$ cat config.mk
export PLATFORM = sky130hd
export DESIGN_NAME = sixty_four_bit_adder
export DESIGN_NICKNAME = d
export VERILOG_FILES = /design/src/rtl/sixty_four_bit_adder.sv
export SDC_FILE = /design/constraint.sdc
export NUM_CORES = 1
export LEC_CHECK = 0
export CORE_ASPECT_RATIO = 0.7
export CORE_MARGIN = 4
export CORE_UTILIZATION = 41
export CTS_CLUSTER_SIZE = 12
export DETAILED_ROUTE_END_ITERATION = 8
export PLACE_DENSITY = 0.76
export RECOVER_POWER = 50
export SKIP_CTS_REPAIR_TIMING = 1
export SYNTH_ARGS = -nofsm -noshare
export SYNTH_HDL_FRONTEND = slang
export SYNTH_SLANG_ARGS = --single-unit
$ cat constraint.sdc
create_clock -name clk -period 1.7 [get_ports clk]
set_input_delay 0.255 -clock clk [delete_from_list [all_inputs] [get_ports clk]]
set_output_delay 0.255 -clock clk [all_outputs]
set_load 0.01 [all_outputs]
$ cat src/rtl/sixty_four_bit_adder.sv
// sixty_four_bit_adder: registered 64-bit adder built from a three-level 4-bit carry-lookahead tree.
// Define ADDER_OVF_EN to add the registered two's-complement overflow output ovf.
module sixty_four_bit_adder #(
  parameter int WIDTH = 64
) (
  input  logic             clk,
  input  logic             rst_n,
  input  logic             in_valid,
  input  logic [WIDTH-1:0] a,
  input  logic [WIDTH-1:0] b,
  input  logic             cin,
  output logic [WIDTH-1:0] sum,
  output logic             cout,
  output logic             out_valid
`ifdef ADDER_OVF_EN
  ,output logic            ovf
`endif
);

  // Carries 0..4 of a 4-wide lookahead unit; reused at bit, group and block level.
  function automatic logic [4:0] cla4(input logic [3:0] g, input logic [3:0] p, input logic c);
    cla4[0] = c;
    cla4[1] = g[0] | (p[0] & c);
    cla4[2] = g[1] | (p[1] & g[0]) | (p[1] & p[0] & c);
    cla4[3] = g[2] | (p[2] & g[1]) | (p[2] & p[1] & g[0]) | (p[2] & p[1] & p[0] & c);
    cla4[4] = g[3] | (p[3] & g[2]) | (p[3] & p[2] & g[1]) | (p[3] & p[2] & p[1] & g[0]) | (&p & c);
  endfunction

  function automatic logic gen4(input logic [3:0] g, input logic [3:0] p);
    gen4 = g[3] | (p[3] & g[2]) | (p[3] & p[2] & g[1]) | (p[3] & p[2] & p[1] & g[0]);
  endfunction

  logic [63:0] g, p, c, s;
  logic [15:0] gg, gp, gc;
  logic [3:0]  bg, bp;
  logic [4:0]  bc;

  assign g = a & b;
  assign p = a ^ b;

  genvar i;
  generate
    for (i = 0; i < 16; i++) begin : grp
      logic [4:0] t;
      assign gg[i] = gen4(g[4*i +: 4], p[4*i +: 4]);
      assign gp[i] = &p[4*i +: 4];
      assign t = cla4(g[4*i +: 4], p[4*i +: 4], gc[i]);
      assign c[4*i +: 4] = t[3:0];
    end
    for (i = 0; i < 4; i++) begin : blk
      logic [4:0] t;
      assign bg[i] = gen4(gg[4*i +: 4], gp[4*i +: 4]);
      assign bp[i] = &gp[4*i +: 4];
      assign t = cla4(gg[4*i +: 4], gp[4*i +: 4], bc[i]);
      assign gc[4*i +: 4] = t[3:0];
    end
  endgenerate

  assign bc = cla4(bg, bp, cin);
  assign s  = p ^ c;

  logic [63:0] sum_q, sum_d;
  logic        cout_q, cout_d, vld_q;

  // Operands are only looked at when qualified, so idle X inputs never reach state.
  always_comb begin
    sum_d  = in_valid ? s : sum_q;
    cout_d = in_valid ? bc[4] : cout_q;
  end

  always_ff @(posedge clk or negedge rst_n) begin
    if (!rst_n) begin
      sum_q  <= '0;
      cout_q <= 1'b0;
      vld_q  <= 1'b0;
    end else begin
      sum_q  <= sum_d;
      cout_q <= cout_d;
      vld_q  <= in_valid;
    end
  end

  assign sum       = sum_q;
  assign cout      = cout_q;
  assign out_valid = vld_q;

`ifdef ADDER_OVF_EN
  logic ovf_q, ovf_d;
  always_comb ovf_d = in_valid ? ((a[63] == b[63]) && (s[63] != a[63])) : ovf_q;
  always_ff @(posedge clk or negedge rst_n) begin
    if (!rst_n) ovf_q <= 1'b0;
    else        ovf_q <= ovf_d;
  end
  assign ovf = ovf_q;
`endif

endmodule

==> results.md <==
Run status:
- The flow ran to the end, but the final reports show violations.
- The checks that failed: setup timing.

STA:
- The number of max-slew violations in the final report is 0.
- Clock skew on the completed layout was measured at 0 ps.
- For the pin with the worst max-slew slack, the measured transition is approximately 550 ps.
- The final sum of negative setup slack is -42,440 ps.
- The smallest clock period supported by the final layout is computed as 2670 ps.
- The number of setup violations in the final report is 61.
- Across all hold checks on the routed design, the worst slack comes to roughly 380 ps.
- The post-route fraction of the period consumed by the critical path is 157%.
- The post-route worst setup slack is -973 ps.
- Setup repair after global routing could not meet its margin everywhere.
- The worst pin sits at a relative slew slack of a little over three fifths.
- Based on the critical path, the design can be clocked at up to around 0.37 GHz.
- The final-report hold violation count is 0.

Worst setup path:
- STA puts the critical path data required time at between 1500 and 2000 ps.
- The worst setup path is launched from a primary input.
- The number of cell instances on the worst register-to-register path is 2.
- The type of element capturing the critical path is a register.
- The start-to-end type of the worst setup path is primary input to register.
- Of all nets on the critical path, the largest fanout is 4.
- The arrival time at the worst endpoint is around 2900 ps.

Die:
- The site row count is 34.
- The initial utilization of the core area, before any placement, comes to a little over two fifths.
- The die is 102 um tall.
- The horizontal die dimension is approximately 140 um.
- about 200 I/O pins were placed.
- The core area is between 10,000 and 15,000 um2.
- The die covers around 15,000 um2.

Synth:
- Yosys printed 0 warnings.
- Counting every instance in the synthesized netlist gives 512.
- In this run, synthesis inferred 0 flip-flops with an integrated enable.
- The number of unique standard cell types used by synthesis is 57.
- Counting flops with an async set or reset pin after synthesis yields a share of 100%.
- Of the synthesized area, sequential elements account for between 30% and 40%.
- Among all flip-flop cells after synthesis, the most frequent one is dfrtp_1.
- The count of state elements after synthesis is 66.
- The post-synthesis average cell area is around 10 um2.
- The number of nets in the synthesized netlist is 724.
- The mapped cell area is about 5200 um2.

Detailed routing:
- The iteration-0 DRC count of the detailed router is about 220.
- The detailed router placed roughly 5.7k vias in this run.
- The final layout contains routed wiring with a total length of roughly 21,000 um.
- For this run, the detailed router's first-pass iteration total came to 4.
- The detailed-route vias per instance is approximately 5.5.
- The count of antenna-violating nets left after detailed routing is 0.
- In the routed design, unresolved DRC markers number 0.
- The average wire per standard cell is roughly 21 um.

CTS:
- The deepest clock path buffer count is 2.
- The H-tree generated during clock tree synthesis spans 3 levels.
- Clock tree synthesis selected as its root buffer the cell clkbuf_16.
- The latest clock arrival within the worst-skew pair is 330 ps.
- Clock-pin slew was measured on the worst setup and hold paths at 60 ps.
- The CTS tree is yes.
- Counting the buffers created by CTS gives 9.
- Clock tree synthesis found a total of 66 sinks.

Power and ir drop:
- The share of total power in combinational logic is between 40 and 50%.
- Net switching is 31.9% of the power.
- The fraction of power consumed by the clock network is 23.9%.
- The relative contribution of sequential cells to total power is a little over a quarter.
- The overall power after layout is about 8.1 mW.
- The total power per unit cell area is roughly 760 nW/um2.
- In this run the static leakage power is roughly 5.3 nW.
- In this run the power spent charging and discharging nets is 2.59 mW.
- The internal power of the cells totals ~5.5 mW.
- IR analysis of the VDD net gives a maximum drop of ~0.5 mV.

GRT:
- The number of antenna violations at the first check in global routing is 1.
- The aggregate global routing overflow is 0.
- The via count of the first global-routing pass came to roughly 5.8k.
- The first global-routing pass estimated between 20,000 and 30,000 um of wire.
- Global routing consumed, over all layers together, 23.5% of the routing resources.
- The pin count of the biggest net entering global routing is 48.

Hold path:
- The number of stages on the worst hold path is 2.
- The min-delay analysis places its worst path in the category primary input to register.

Placed design:
- The count of buffers from port buffering is just under 200.
- The final weighted congestion of routability-driven global placement is about 0.9.
- Once detailed placement completed, the half-perimeter wirelength came to 14,500 um.
- Timing analysis after detailed placement gives a worst setup slack of -1700 ps.
- The total placed instance area is about 8900 um2.

Finish:
- The filler cells instantiated in the layout total slightly below 600.
- The footprint of the multi-input gates is slightly below 5000 um2.
- The storage element area is 1650 um2.
- The area added between synthesis and finish is 104%.
- The share of cells above drive strength 1 is 43.9%.
- The post-route cell area is between 10,000 and 15,000 um2.
- The net count of the finished layout is about 1.1k.

Run:
- The number of maximum-capacitance constraint violations is 0.
==> state kept, by name, indices dropped and copies added, names as in the netlist <==
register	cells
sum	64
cout	1
out_valid	1
==> per-stage QoR <==
step                utilization [%]  std cells
global route                   85.6       1036
global placement               71.5        999
CTS                            74.0       1014
finish                         85.6       1036
floorplan                         -        512
detailed placement             71.5        999
==> path summary, 6_finish.rpt <==
kind,slack [ps],startpoint,to
max in group asynchronous,750,rst_n,sum[22]$_DFFE_PN0P_
setup / recovery,-970,b[34],sum[52]$_DFFE_PN0P_
setup reg to reg,860,sum[23]$_DFFE_PN0P_,sum[23]$_DFFE_PN0P_
hold reg to reg,510,sum[60]$_DFFE_PN0P_,sum[60]$_DFFE_PN0P_
min in group asynchronous,440,rst_n,sum[62]$_DFFE_PN0P_
hold / removal,380,in_valid,out_valid$_DFF_PN0_
==> cell type report <==
| class | count | share of cell area, % |
|---|---|---|
| repair buffers | 358 | 33.4 |
| flip-flops and latches | 66 | 15.5 |
| well taps | 162 | 1.91 |
| multi-input cells | 418 | 45.7 |
| clock buffers | 13 | 2.54 |
| inverters | 16 | 0.565 |
| diodes | 1 | 0.0235 |
| clock inverters | 2 | 0.329 |
==> logic make-up (layout without fill, tap and decap cells) <==
family / count (synthesis) / in the layout / share of synthesized area (%)
AOI/OAI and AO/OA: 144 / 144 / 18.2
muxes: 39 / 39 / 8.43
adders and majority gates: 80 / 80 / 21.5
other: 0 / 1 / 0
xor gates and xnor gates: 38 / 38 / 6.39
DFF: 66 / 66 / 31.7
and+or+nand+nor: 117 / 117 / 11.7
buffers and inverters: 28 / 389 / 2.02
==> cells in the mapped netlist (3+ instances only) <==
| cell type | count | area share [%] |
|---|---|---|
| inv_1 | 16 | 1.2 |
| or2_2 | 3 | 0.36 |
| dfrtp_1 | 66 | 32 |
| mux2i_1 | 3 | 0.58 |
| nor2_1 | 28 | 2.0 |
| clkbuf_1 | 9 | 0.65 |
| a21o_1 | 26 | 3.7 |
| fa_1 | 16 | 6.1 |
| xnor2_1 | 33 | 5.5 |
| o21bai_1 | 3 | 0.43 |
| nand2_1 | 27 | 1.9 |
| nor4_1 | 3 | 0.36 |
| nand4_1 | 13 | 1.6 |
| nand3_1 | 6 | 0.58 |
| mux2_2 | 35 | 7.6 |
| a211oi_1 | 3 | 0.43 |
| o21ai_0 | 22 | 2.1 |
| nor3b_1 | 3 | 0.43 |
| nand4b_1 | 5 | 0.84 |
| a221oi_1 | 3 | 0.50 |
| nor3_1 | 6 | 0.58 |
| and2_1 | 4 | 0.48 |
| a21oi_1 | 52 | 5.0 |
| xor2_1 | 5 | 0.84 |
| ha_1 | 64 | 15 |
| buf_1 | 3 | 0.22 |
| nand3b_1 | 3 | 0.43 |
| nor2b_1 | 7 | 0.84 |
| a31oi_1 | 7 | 0.84 |
==> critical path, cell delays in order <==
cell,delay [ps]
clkdlybuf4s50_1,440
ha_4,300
nand4_1,160
or2_4,330
nor3_2,120
a221o_1,230
a31oi_2,120
o21bai_1,210
fa_2,460
mux2_4,260
==> layout by cell type, fill, tap and decap left out, types with 9 or more instances in the layout <==
master,count
o21ai_2,9
xnor2_1,20
o21ai_1,9
fa_2,15
nor2_1,25
xnor2_2,13
buf_6,20
a21o_1,26
mux2_2,9
clkbuf_16,9
clkdlybuf4s50_1,84
ha_1,9
inv_1,13
dlymetal6s2s_1,106
a21oi_1,30
nand2_1,23
ha_4,55
nand4_1,13
buf_4,139
a21oi_2,19
dfrtp_1,66
mux2_4,27
==> metal layers <==
layer  up-vias  GRT usage, %  part of all wire (%)
met5         -             0                     0
met2       196          40.9                    52
met4         0          6.28                   2.6
li1       2609             -                     -
met3        46          4.86                   5.3
met1      2816          30.0                    40
==> power by group through the flow <==
stage                     Sequential, mW  Combinational (mW)  Clock, mW
after floorplan                     2.31                1.29          0
after global placement              2.16                3.25          0
after detailed placement            2.18                3.34          0
after CTS                           2.15                3.37       1.95
after global routing                2.22                4.24       2.02
final                               2.18                4.00       1.94
No activity file was read; power rests on OpenSTA's default activity.
==> variant 1, RTL diff (same flow settings) <==
Build with the macro `ADDER_OVF_EN` defined.
--- a/src/rtl/sixty_four_bit_adder.sv
+++ b/src/rtl/sixty_four_bit_adder.sv
@@ -1,5 +1,7 @@
 // sixty_four_bit_adder: registered 64-bit adder built from a three-level 4-bit carry-lookahead tree.
 // Define ADDER_OVF_EN to add the registered two's-complement overflow output ovf.
+`define ADDER_OVF_EN
+
 module sixty_four_bit_adder #(
   parameter int WIDTH = 64
 ) (
Check against the original RTL (old outputs only; new: ovf): equivalent (equiv_simple and equiv_induct, registers matched by name and starting in step).
==> variant 1 against the unedited design <==
Largest cell class unchanged. Combinational power decreased by 1%. Area after synthesis is 1.4% lower. Critical endpoint is now sum[60]. Total power up 0.66%. Setup slack got worse by 0.12 ns. Critical path depth up 3. Cell area decreased by 3.4%. The flow still finishes with violations (setup timing). Wire length is 0.34% higher. Sequential cell count rose by 1.
==> variant 1: results (changes against the unedited design) <==
STA
  • # setup viols final: 62 (+1.6%)
  • Fin Setup TNS: -45.56 ns (-3.12 ns)
  • Setup ws final: -1.09 ns (-0.120 ns)
  • Slew margin rel.: 73.3% (+10 points)
  • Hold WS: 0.311 ns (-0.0661 ns)

Place
  • Port Buffers: 198 (+0.51%)
  • Pre-CTS setup slack: -1.68 ns (+0.0199 ns)
  • GPL Wtd Cong: 0.917 (-0.60%)
  • Placement-stage cell area: 0.00862 mm² (-3.0%)
  • HPWL after DPL: 13.5 mm (-6.8%)

Setup path
  • CP Capture Point: sum[60]
  • Crit path max fanout: 4 (unchanged)
  • FF-to-FF Start: sum[39]
  • End of the worst register-to-register path: sum[39]
  • CP arrival: 3.01 ns (+0.12 ns)
  • R2R depth: 2 (unchanged)
  • Worst Setup SP: a[24]
  • Register-to-register setup slack: 0.52 ns (-0.34 ns)

Status
  • Failing checks: setup timing
  • Status: finished with violations

GRT
  • First-pass GRT wire length: 27.1 mm (-2.4%)
  • Initial antenna violation count: 1 (unchanged)
  • Largest net degree at the start of global routing: 68 (+42%)
  • Global Route Usage Sum: 23.4% (-0.10 points)

Synth
  • Area contributors post-synth: dfrtp_1 33%, ha_1 16%, mux2_2 9.0%
  • Post-synthesis cell type count: 55 (-3.5%)
  • Post-synth top cells: 67 x dfrtp_1, 64 x ha_1, 48 x a21oi_1, 41 x mux2_2
  • Seq/Total Area, Yosys: 32.6% (+0.93 points)
  • Mapped Nets: 707 (-2.3%)

Layout
  • Nets@finish: 1,067 (-1.3%)
  • Share of layout cells above drive strength 1: 46.2% (+2.3 points)

Power
  • Worst IR Drop VDD: 0.642 mV (+28%)
  • Cell Int Power: 0.00552 W (about the same)
  • LEAKAGE: 5.09 nW (-4.5%)

Hold path
  • Hold Path Class: primary input to register

Detailed routing
  • Routed len/inst: 21.2 µm (+2.1%)
  • Initial DRC count: 279 (+25%)
  • Vias: 5,581 (-1.5%)

Clock network
  • H-tree Lvls: 3 (unchanged)
variant 1: critical path: stages:
cell and delay [ns]:
dlymetal6s2s_1 0.15, ha_1 0.22, a21o_1 0.18, a21o_1 0.19, a221oi_4 0.30, o21ai_2 0.09
a211o_4 0.36, a21bo_4 0.23, nand2_2 0.07, nand2_2 0.05, a21o_1 0.20, fa_2 0.44
mux2_4 0.27
variant 1: cell type report:
class	instances	area, µm²
clock inverter	4	47.5
multi-input combinational	397	4550
sequential	67	1680
antenna	1	2.50
inverter	20	75.1
tap	157	196
timing repair buffer	360	3460
clock buffer	12	267
fill	545	1710
variant 1: power groups by stage:
stage / combinational, W / sequential (W) / clock, W
finish: 0.00395 / 0.00222 / 0.00199
floorplan: 0.00127 / 0.00236 / 0
global placement: 0.00316 / 0.00220 / 0
detailed placement: 0.00327 / 0.00222 / 0
global route: 0.00419 / 0.00225 / 0.00207
CTS: 0.00329 / 0.00220 / 0.00199
variant 1: cells by family (layout without fill, tap and decap cells):
group,Yosys count,after routing,share of synthesized area (%)
AOI/OAI and AO/OA,135,135,17.2
and+or+nand+nor,97,97,9.23
adders and majority gates,80,80,21.8
DFF,67,67,32.6
xor gates and xnor gates,43,43,7.33
muxes,42,42,9.18
buffers and inverters,31,396,2.61
other,0,1,0
variant 1: how the worst min path moves through the flow:
stage                     start  endpoint  cells past startpoint
final                     b[18]   sum[18]                      3
after global routing      b[18]   sum[18]                      3
after CTS                 rst_n    sum[7]                      2
after detailed placement  rst_n    sum[7]                      2
after global placement    rst_n    sum[7]                      2
after floorplan           rst_n      cout                      0
variant 1: routing by layer:
layer | wire, µm | track usage, %
met1 | 8450 | 28.5
met5 | 0 | 0
met4 | 467 | 4.87
met3 | 1610 | 7.03
met2 | 11000 | 41.5
variant 1: through the flow:
step | total power [W] | cells
floorplan | 0.00363 | 495
global placement | 0.00537 | 974
finish | 0.00816 | 1018
CTS | 0.00749 | 990
detailed placement | 0.00549 | 974
global route | 0.00852 | 1018
==> variant 2, RTL diff (config.mk and constraints unchanged) <==
Without the edit above. Register the output `out_valid` once more; this adds one clock of latency there. The other outputs are not delayed to match.
--- a/src/rtl/sixty_four_bit_adder.sv
+++ b/src/rtl/sixty_four_bit_adder.sv
@@ -82,7 +82,9 @@
 
   assign sum       = sum_q;
   assign cout      = cout_q;
-  assign out_valid = vld_q;
+  always_ff @(posedge clk) begin
+    out_valid <= vld_q;
+  end
 
 `ifdef ADDER_OVF_EN
   logic ovf_q, ovf_d;
Behaviour: not the same (Yosys sat finds a counterexample within 4 cycles, from zero or initial values and one cycle with rst_n low).
==> variant 2 against the unedited design <==
The run still ends with setup timing left. Register-to-register slack improved by 0.02 ns. Area after synthesis increased by 0.38%. Highest routed layer unchanged. Cell area decreased by 1.9%. Setup slack improved by 0.0095 ns. Clock skew about the same. Sequential cell count increased by 1. Critical endpoint unchanged. Critical path type unchanged. Synthesized cell count increased by 0.20%. Total power decreased by 0.94%. Wire length decreased by 2.1%. Count of clock-buffer cells in the layout unchanged.
==> variant 2: results (changes against the unedited design) <==
Status
  • Status: finished with violations
  • Failing checks: setup timing

Layout
  • Share of layout cells above drive strength 1: 48.5% (+4.6 points)
  • Nets@finish: 1,088 (+0.65%)
  • Diodes inserted: 0 (-1)

Synth
  • Post-synthesis cell type count: 58 (+1.8%)
  • Compound-cell area share of the yosys netlist: 18.1% (-0.070 points)
  • Post-synthesis mux area share: 8.40% (-0.032 points)
  • Seq/Total Area, Yosys: 32.0% (+0.26 points)
  • Area contributors post-synth: dfrtp_1 32%, ha_1 15%, mux2_2 7.5%
  • Synth Area in XOR/XNOR: 6.36% (-0.024 points)
  • Post-synthesis async set-or-reset flop share: 98.5% (-1.5 points)
  • Mapped Nets: 725 (+0.14%)
  • Post-Synth Adder-Cell Area: 21.4% (-0.082 points)

STA
  • # setup viols final: 61 (unchanged)
  • Fin Setup TNS: -36.96 ns (+5.48 ns)
  • Setup ws final: -0.964 ns (+0.00954 ns)
  • Clock skew: 0.000165 ns (+0.000165 ns)
  • Slew margin rel.: 21.3% (-42 points)
  • Hold WS: 0.340 ns (-0.0373 ns)

Detailed routing
  • Initial DRC count: 171 (-24%)
  • Pre-antenna DRT Iters: 5 (+1)
  • Metal2 WL: 11.0 mm (-1.3%)
  • Routed len/inst: 20.1 µm (-2.8%)
  • Vias per inst: 5.45 (-0.32%)

GRT
  • Initial antenna violation count: 0 (-1)
  • Number of global-route vias before repair: 5,952 (+3.3%)
  • Largest net degree at the start of global routing: 34 (-29%)
  • GR Util met1: 29.4% (-0.62 points)
  • First-pass GRT wire length: 28.3 mm (+2.2%)
  • Global Route Usage Sum: 24.2% (+0.73 points)
  • Met2 Use GR: 44.0% (+3.1 points)

Setup path
  • Crit path max-delay family: simple AND/OR/NAND/NOR gates
  • R2R depth: 2 (unchanged)
  • End of the worst register-to-register path: sum[31]
  • CP max stage delay: 0.49 ns (+0.03 ns)
  • Crit path max fanout: 3 (-1)
  • FF-to-FF Start: sum[31]
  • Register-to-register setup slack: 0.88 ns (+0.02 ns)

Hold path
  • Hold Path Depth: 0 (-2)
  • Hold Path Class: register to register
  • Hold Startpoint: vld_q
  • Hold Path End: out_valid

Power
  • LEAKAGE: 5.07 nW (-5.0%)
  • Switch share: 32.4% (+0.45 points)
  • Worst IR Drop VDD: 0.543 mV (+7.9%)

Place
  • Placement-stage cell area: 0.00889 mm² (about the same)
  • GPL Wtd Cong: 0.846 (-8.4%)
  • HPWL after DPL: 14.6 mm (+0.61%)
variant 2: cell types whose count changed in the layout (fill, tap and decap cells not counted), sizes merged:
| cell | delta |
|---|---|
| clkinv | +1 |
| clkbuf | +27 |
| dfxtp | +1 |
| dlymetal6s2s | -29 |
| buf | +10 |
| clkdlybuf4s50 | -2 |
| diode | -1 |
variant 2: through the flow:
stage	setup slack (ns)	util, %	instances
detailed placement	-1.73	71.3	999
finish	-0.964	83.7	1043
floorplan	-0.981	-	513
global placement	-1.65	71.3	999
CTS	-1.39	73.6	1015
global route	-1.04	83.7	1043
variant 2: final cells by class:
type,instances,area (µm²)
inverter,16,60.1
multi-input combinational,418,4830
clock buffer,13,250
timing repair buffer,364,3370
clock inverter,3,40.0
fill,661,2030
tap,162,203
sequential,67,1670
variant 2: power by group through the flow:
stage | Combinational (W) | Clock [W] | Sequential [W]
after CTS | 0.00336 | 0.00190 | 0.00219
after floorplan | 0.00129 | 0 | 0.00234
after global routing | 0.00421 | 0.00199 | 0.00223
final | 0.00396 | 0.00188 | 0.00220
after global placement | 0.00321 | 0 | 0.00219
after detailed placement | 0.00332 | 0 | 0.00220
variant 2: cell families (layout without fill, tap and decap cells):
family,Yosys count,count (layout)
xor gates and xnor gates,38,38
AOI/OAI and AO/OA,144,144
muxes,39,39
buffers and inverters,28,396
DFF,67,67
and+or+nand+nor,117,117
adders and majority gates,80,80
variant 2: how the worst max path moves through the flow:
stage,cells past startpoint,slack [ns],from,end
floorplan,10,-0.98,a[0],sum[52]
global placement,13,-1.65,a[6],sum[44]
detailed placement,11,-1.73,a[0],sum[52]
CTS,11,-1.39,a[0],sum[52]
global route,11,-1.04,a[29],sum[52]
finish,10,-0.96,b[31],sum[52]
